**src/rtl/switch_seq_pkg.sv**
```systemverilog
// switch_seq_pkg: shared state encoding, mode constants and helpers for the switch sequencer
package switch_seq_pkg;
  typedef enum logic [2:0] {ST_OFF, ST_RUN, ST_DRAIN, ST_SWAP, ST_SETTLE} state_t;
  localparam logic MODE_FREQ = 1'b0;
  localparam logic MODE_CURR = 1'b1;
  function automatic logic is_busy(state_t s);
    return (s == ST_DRAIN) || (s == ST_SWAP) || (s == ST_SETTLE);
  endfunction
endpackage

```
**src/rtl/seq_timer.sv**
```systemverilog
// seq_timer: loadable down-counter, done while the count is 1, holds at 0 instead of wrapping
module seq_timer #(
  parameter int CNT_W = 16
) (
  input  logic             clk,
  input  logic             rst_n,
  input  logic             load,
  input  logic [CNT_W-1:0] load_val,
  output logic             done
);
  logic [CNT_W-1:0] cnt_q, cnt_d;
  // load on request, otherwise count down and stick at zero
  always_comb cnt_d = load ? load_val : (cnt_q != '0) ? cnt_q - 1'b1 : cnt_q;
  // count register
  always_ff @(posedge clk or negedge rst_n)
    if (!rst_n) cnt_q <= '0;
    else cnt_q <= cnt_d;
  assign done = (cnt_q == CNT_W'(1));
endmodule

```
**src/rtl/switch_sequencer.sv**
```systemverilog
// switch_sequencer: break-before-make A/B routing switch sequencer; AUTO_SCAN_EN enables internal mode scanning
module switch_sequencer
  import switch_seq_pkg::*;
#(
  parameter int DEAD_CYC    = 4,
  parameter int SETTLE_CYC  = 8,
  parameter int SCAN_PERIOD = 1000,
  parameter int CNT_W       = 16
) (
  input  logic clk,
  input  logic rst_n,
  input  logic enable,
  input  logic mode_req,
  input  logic drv_A,
  input  logic drv_B,
  output logic sel,
  output logic int_A,
  output logic int_B,
  output logic busy,
  output logic switch_done
);
  state_t state_q, state_d;
  logic sel_q, sel_d, int_a_q, int_a_d, int_b_q, int_b_d;
  logic busy_q, busy_d, done_q, done_d;
  logic tmr_load, tmr_done, target;
  logic [CNT_W-1:0] tmr_val;
`ifdef AUTO_SCAN_EN
  logic target_q, target_d;
  // flip the scan target on the last of SCAN_PERIOD consecutive RUN cycles
  always_comb target_d = (state_q == ST_RUN && enable && tmr_done) ?
                         ((target_q == MODE_CURR) ? MODE_FREQ : MODE_CURR) : target_q;
  // scan target register
  always_ff @(posedge clk or negedge rst_n)
    if (!rst_n) target_q <= MODE_FREQ;
    else target_q <= target_d;
  assign target = target_d;
`else
  assign target = mode_req;
`endif
  // next-state logic
  always_comb begin
    state_d = state_q;
    case (state_q)
      ST_OFF:    if (enable) state_d = (target == sel_q) ? ST_RUN : ST_DRAIN;
      ST_RUN:    if (!enable) state_d = ST_OFF;
                 else if (target != sel_q) state_d = ST_DRAIN;
      ST_DRAIN:  if (!enable) state_d = ST_OFF;
                 else if (tmr_done) state_d = (target != sel_q) ? ST_SWAP : ST_RUN;
      ST_SWAP:   state_d = ST_SETTLE;
      ST_SETTLE: if (tmr_done) state_d = !enable ? ST_OFF : (target != sel_q) ? ST_DRAIN : ST_RUN;
      default:   state_d = ST_OFF;
    endcase
  end
  // timer reloads on every state change with the dwell length of the state being entered
  always_comb begin
    tmr_load = (state_d != state_q);
    tmr_val  = (state_d == ST_DRAIN)  ? CNT_W'(DEAD_CYC) :
               (state_d == ST_SETTLE) ? CNT_W'(SETTLE_CYC) :
               (state_d == ST_RUN)    ? CNT_W'(SCAN_PERIOD) : '0;
  end
  seq_timer #(.CNT_W(CNT_W)) u_timer (
    .clk      (clk),
    .rst_n    (rst_n),
    .load     (tmr_load),
    .load_val (tmr_val),
    .done     (tmr_done)
  );
  // registered outputs derived from the next state so they line up with the state register
  always_comb begin
    sel_d   = (state_d == ST_SWAP && state_q != ST_SWAP) ?
              ((sel_q == MODE_CURR) ? MODE_FREQ : MODE_CURR) : sel_q;
    int_a_d = (state_d == ST_RUN) ? drv_A : 1'b0;
    int_b_d = (state_d == ST_RUN) ? drv_B : 1'b0;
    busy_d  = is_busy(state_d);
    done_d  = (state_q == ST_SETTLE) && (state_d == ST_RUN);
  end
  // state and output registers
  always_ff @(posedge clk or negedge rst_n)
    if (!rst_n) begin
      state_q <= ST_OFF;
      sel_q   <= MODE_FREQ;
      int_a_q <= 1'b0;
      int_b_q <= 1'b0;
      busy_q  <= 1'b0;
      done_q  <= 1'b0;
    end else begin
      state_q <= state_d;
      sel_q   <= sel_d;
      int_a_q <= int_a_d;
      int_b_q <= int_b_d;
      busy_q  <= busy_d;
      done_q  <= done_d;
    end
  assign sel         = sel_q;
  assign int_A       = int_a_q;
  assign int_B       = int_b_q;
  assign busy        = busy_q;
  assign switch_done = done_q;
endmodule

```
**config.mk**
```make
export PLATFORM = sky130hd
export DESIGN_NAME = switch_sequencer
export DESIGN_NICKNAME = d
export VERILOG_FILES = /design/src/rtl/switch_seq_pkg.sv /design/src/rtl/seq_timer.sv /design/src/rtl/switch_sequencer.sv
export SDC_FILE = /design/constraint.sdc
export NUM_CORES = 1
export LEC_CHECK = 0
export BUFFER_PORTS_ARGS = -buffer_cell sky130_fd_sc_hd__buf_2
export CORE_MARGIN = 1
export CORE_UTILIZATION = 30
export CTS_CLUSTER_DIAMETER = 30
export DETAILED_ROUTE_END_ITERATION = 8
export PLACE_DENSITY = 0.42
export SETUP_SLACK_MARGIN = 0.5
export SYNTH_ARGS = -nofsm -noshare
export SYNTH_HDL_FRONTEND = slang
export SYNTH_HIERARCHICAL = 1
export SYNTH_SLANG_ARGS = --single-unit
```
**constraint.sdc**
```tcl
create_clock -name clk -period 3.14 [get_ports clk]
set_input_delay 0.157 -clock clk [delete_from_list [all_inputs] [get_ports clk]]
set_output_delay 0.157 -clock clk [all_outputs]
set_load 0.02 [all_outputs]
```
* Word-level counts from Yosys, hierarchy flattened
Cells that the tools add are included. W data, S select, Z words.
Operators by class: add/sub/neg operators 1, equal/unequal tests 13, mux-type cells 19, reduce and logical (&&, ||, !) cells 7
Operator list (number):
- $mux W16 | 2
- $mux W10 | 3
- $mux W3 | 6
- $eq A16 B1 Y1 const B | 1
- $reduce_bool A16 Y1 | 1
- $sub A16 B1 Y16 const B | 1
- $pmux W3 S5 | 1
- $eq A3 B2 Y1 const B | 4
- $mux W2 | 4
- $eq A3 B1 Y1 const B | 2
- $eq A3 B3 Y1 const B | 2
- $logic_not A3 Y1 | 1
- $mux W1 | 3
- $ne A3 B2 Y1 const B | 1
- $ne A3 B3 Y1 | 1
- $logic_and A1 B1 Y1 | 2
- $logic_or A1 B1 Y1 | 2
- $reduce_bool A2 Y1 | 1
- $eq A1 B1 Y1 | 1
- $ne A1 B1 Y1 | 1
Storage, ports and cells: bits in registers 24, output and inout bits 5, logic and storage cells 47

* Depth between registers and ports, before layout
depth after elaboration 10, depth in mapped cells 12, mapped depth without buffers 11

* By module
Netlist, hierarchy kept.
By module, submodules not included:
- seq_timer | times used 1, cells an instance 113, area an instance 1062.3 sq um
- switch_sequencer | times used 1, cells an instance 56, area an instance 486.7 sq um

* Worst setup path after synthesis
Ideal clock, no wire load.
path kind register -> register, from register u_timer.cnt_q[11], to register u_timer.cnt_q[0], arrival 2.399 ns, slack 0.607 ns, stages on the path, launching flop included 12, clock period less this slack 2.533 ns, cells stage by stage dfrtp_1 -> nor4_2 -> and2_4 -> buf_6 -> and3_2 -> nor2b_1 -> o21bai_1 -> a21oi_1 -> nor2_1 -> clkbuf_1 -> clkbuf_1 -> o31ai_1
RTL lines:
- start, declared | line seq_timer.sv:11 | logic [CNT_W-1:0] cnt_q, cnt_d;
- start signal, assigned | line seq_timer.sv:17 | else cnt_q <= cnt_d;
- $eq A16 B1 Y1 (*) | line seq_timer.sv:18 | assign done = (cnt_q == CNT_W'(1));
- via tmr_done | line switch_sequencer.sv:25 | logic tmr_load, tmr_done, target;
- $mux W3 | line switch_sequencer.sv:48 | else if (tmr_done) state_d = (target != sel_q) ? ST_SWAP : ST_RUN;
- $mux W3 | line switch_sequencer.sv:47 | ST_DRAIN: if (!enable) state_d = ST_OFF;
- $pmux W3 S5 (*) | line switch_sequencer.sv:43 | case (state_q)
- $ne A3 B3 Y1 (*) | line switch_sequencer.sv:56 | tmr_load = (state_d != state_q);
- via tmr_load | line switch_sequencer.sv:25
- $mux W16 / $reduce_bool A2 Y1 (equally long branches)
Mark *: on every way through the listed nets, which the timed path passes. The rest lies on a longest branch. A chain may end at the register's enable or synchronous reset.

* Worst setup path in the final report
from register u_timer.cnt_q[4], to register u_timer.cnt_q[9]
The elaborated chain is that of the path after synthesis.

==> impl_table.tex <==
\begin{tabular}{lr}
\hline
Metric & Value \\
\hline
\multicolumn{2}{l}{\textbf{Status}} \\
\quad Run status & finished clean \\
\multicolumn{2}{l}{\textbf{Clock network}} \\
\quad Clock-pin slew reported for the worst setup and hold paths after clock tree synthesis & 0.10 ns \\
\quad CTS tree & yes \\
\quad Clock Sink Count & 24 \\
\quad Clk\_lat worst skew & 0.27 ns \\
\quad H-tree levels & 1 \\
\quad Cts bufs inserted & 3 \\
\quad Clk Tree Root Cell & clkbuf\_8 \\
\quad Number of buffers on the longest clock path & 2 \\
\multicolumn{2}{l}{\textbf{Yosys}} \\
\quad Top cells by area in the synthesized netlist & dfrtp\_1 39\%, a21oi\_1 4.8\%, o31ai\_1 4.4\% \\
\quad Top FF cell, synth & dfrtp\_1 \\
\quad Synth cell types & 50 \\
\quad Sequential-to-total area share from yosys stat & 38.77\% \\
\quad Share of synthesized flip-flops with an asynchronous set or reset & 100.0\% \\
\quad Number of enable flip-flop cells after synthesis & 0 \\
\quad Number of standard cells after synthesis & 169 \\
\quad Total standard cell area after synthesis & 1549 sq um \\
\quad Number of register bits inferred by synthesis & 24 \\
\quad Per-instance average area after synthesis & 9.166 sq um \\
\quad Area leader, netlist & dfrtp\_1 \\
\quad Count of yosys warnings during synthesis & 6 \\
\quad Synth top area share & 38.77\% \\
\multicolumn{2}{l}{\textbf{Drt}} \\
\quad Via count & 1303 \\
\quad Post-route DRC violation count & 0 \\
\quad Routed wire length & 3780 um \\
\quad Via density per instance & 5.050 \\
\quad ANT nets after route & 0 \\
\quad Post-DR wirelength/cell & 14.65 um \\
\quad Pre-antenna DRT Iters & 4 \\
\quad First-iteration detailed-routing DRC count & 95 \\
\multicolumn{2}{l}{\textbf{Worst hold path}} \\
\quad Class of the worst hold path & in2reg \\
\multicolumn{2}{l}{\textbf{Layout}} \\
\quad Share of post-route cells with drive strength above 1 & 20.94\% \\
\quad Antenna cell count & 0 \\
\quad Most common cell after layout, fill and taps aside & dfrtp\_1 \\
\quad Post-layout nets & 200 \\
\quad Synthesis-to-layout area growth & 18.09\% \\
\quad Number of fillers in the final layout & 490 \\
\quad Area used by multi-input combinational logic & 933.4 sq um \\
\quad Post-layout utilization of the core & 37.73\% \\
\quad Post-route cell area & 1829 sq um \\
\quad Register Area & 601.8 sq um \\
\quad Top library cells by usage in the layout, fill and taps aside & 23 x dfrtp\_1, 15 x a21oi\_1, 13 x nand2\_1 \\
\multicolumn{2}{l}{\textbf{STA}} \\
\quad Final setup violation count & 0 \\
\quad Maximum clock rate & 398.3 MHz \\
\quad Worst setup skew after layout & 0.008014 ns \\
\quad Unrepaired setup endpoints after global routing & no \\
\quad Slack of the critical path & 0.6292 ns \\
\quad Worst slew margin & 62.22\% \\
\quad Setup total negative slack & 0 ns \\
\quad Final min period & 2.511 ns \\
\quad Period Utilization, post-route & 79.96\% \\
\quad Final max-slew violation count & 0 \\
\quad Pin slew with the least headroom to its limit & 0.5667 ns \\
\quad Final hold violations & 0 \\
\multicolumn{2}{l}{\textbf{Die}} \\
\quad Horiz. Die Dim & 73.86 um \\
\quad Initial core utilization & 31.95\% \\
\quad Core box area & 4848 sq um \\
\quad Row count & 25 \\
\quad Number of primary I/O pins & 11 \\
\quad Die footprint & 5455 sq um \\
\quad Die Ht & 73.86 um \\
\multicolumn{2}{l}{\textbf{Critical path}} \\
\quad Data arrival time at the worst-slack endpoint & 2.67 ns \\
\quad Type of origin of the critical path & register \\
\quad Highest net fanout along the worst path & 6 \\
\quad Crit path capture type & register \\
\quad Setup CP Type & reg2reg \\
\quad Critical path's most frequent cell & a21oi\_1 \\
\quad Cells along the critical path & or3\_4 -> nor4b\_4 -> and3\_4 -> nor2b\_1 -> o21bai\_1 -> a21oi\_1 -> nor2\_2 -> inv\_1 -> nand2\_1 -> a21oi\_1 -> or3\_1 \\
\quad Worst path required time & 3.30 ns \\
\quad Worst stage delay on the critical path & 0.46 ns \\
\quad Slowest cell on crit path & dfrtp\_2 \\
\multicolumn{2}{l}{\textbf{Placement}} \\
\quad Gpl congestion & 0.7856 \\
\quad Worst setup slack before clock tree synthesis & 0.4238 ns \\
\quad Port-buffer cells & 10 \\
\quad Post-DP HPWL & 2584 um \\
\quad Cell area after placement & 1697 sq um \\
\multicolumn{2}{l}{\textbf{Power and ir drop}} \\
\quad Total power density per cell area & 993.5 nW/um\^{}2 \\
\quad Clock power share & 15.6\% \\
\quad Switching part of the total power & 44.59\% \\
\quad Combinational cell fraction of total power & 47.9\% \\
\quad Internal power consumption & 1.007 mW \\
\quad Net load switching power & 0.8103 mW \\
\quad Portion of total power attributed to sequential cells & 36.6\% \\
\quad Worst vdd ir & 368.5 uV \\
\quad Static leakage & 0.7517 nW \\
\quad Final total power & 1.817 mW \\
\multicolumn{2}{l}{\textbf{Flow run}} \\
\quad Count of max-cap constraint violations & 0 \\
\multicolumn{2}{l}{\textbf{Global routing}} \\
\quad Number of global-route vias before repair & 1233 \\
\quad Overall track demand over capacity in global routing & 15.14\% \\
\quad Global-route wire length before repair & 6154 um \\
\quad Sum of overflow across all layers after global routing & 0 \\
\quad Pin count of the biggest net entering global routing & 25 \\
\quad Initial antenna violation count & 0 \\
\hline
\end{tabular}
through the flow:
step	instances	hold slack, ns
after floorplan	177	-0.1386
after global placement	251	0.1837
after detailed placement	251	0.2043
after CTS	258	0.09045
after global routing	258	0.08575
final	258	0.09588
metal layers:
layer	vias up	part of all wire (%)	global-route usage [%]
met3	2	3.5	1.783
met4	0	0.66	5.128
met1	617	52	22.38
met2	22	44	22.63
li1	662	-	-
met5	-	0	0
power groups by stage:
stage,registers [mW],logic (mW),clock network (mW)
finish,0.664,0.870,0.283
floorplan,0.612,0.634,0
CTS,0.643,0.852,0.290
global route,0.690,0.964,0.305
detailed placement,0.649,0.842,0
global placement,0.649,0.843,0
Yosys cell counts, types with 3 or more instances:
library cell,number
nor3_1,7
o21ai_0,5
a211o_2,3
or3_1,6
clkbuf_1,4
a2bb2oi_1,6
a31oi_1,3
nor2_1,10
a21oi_1,15
xor2_1,4
nand2_1,13
dfrtp_1,24
buf_6,3
and2_1,3
nand4_1,5
o31ai_1,9
inv_1,7
worst max-delay path: cells and delay by family (launching register included):
kind / cells / cell delay (ns)
simple gates: 7 / 1.58
flops: 1 / 0.46
compound gates: 3 / 0.26
buf+inv: 1 / 0.08
flip-flops by register name, indices dropped and copies added (netlist names):
signal	count
switch_done	1
u_timer/cnt_q	16
int_B	1
state_q	3
int_A	1
busy	1
sel	1
cell families after synthesis:
| logic type | Yosys count | share of synthesized area (%) |
|---|---|---|
| flops | 24 | 38.77 |
| mux | 1 | 0.6462 |
| simple gates | 68 | 27.39 |
| fa+ha+maj | 2 | 1.615 |
| compound gates | 52 | 22.78 |
| other cells | 1 | 0.2421 |
| xor+xnor | 6 | 3.393 |
| buf+inv | 15 | 5.169 |
worst paths after layout:
kind | endpoint | from | cells past startpoint | slack [ns]
min reg2reg | sel | sel | 2 | 0.59
max | u_timer/cnt_q[9] | u_timer/cnt_q[4] | 11 | 0.63
min | int_A | drv_A | 2 | 0.1
max reg2reg | u_timer/cnt_q[9] | u_timer/cnt_q[4] | 11 | 0.63
min in group asynchronous | u_timer/cnt_q[5] | rst_n | 2 | 0.40
max in group asynchronous | u_timer/cnt_q[4] | rst_n | 2 | 2.34
timing repair:
action	in CTS	in global routing
hold buffers	1	0
cloned	0	0
gates resized for setup	1	6
endpoints found under the hold margin	24	0
pin swaps	1	2
setup buffers	2	0
setup endpoints to repair	1	4
cell type report:
| type | count | area share [%] |
|---|---|---|
| multi-input cells | 138 | 51.03 |
| flip-flops and latches | 24 | 32.90 |
| repair buffers | 18 | 6.156 |
| well taps | 67 | 4.583 |
| clock buffers | 3 | 2.257 |
| clock inverters | 1 | 1.642 |
| inverters | 7 | 1.436 |
No activity file was read; power rests on OpenSTA's default activity.
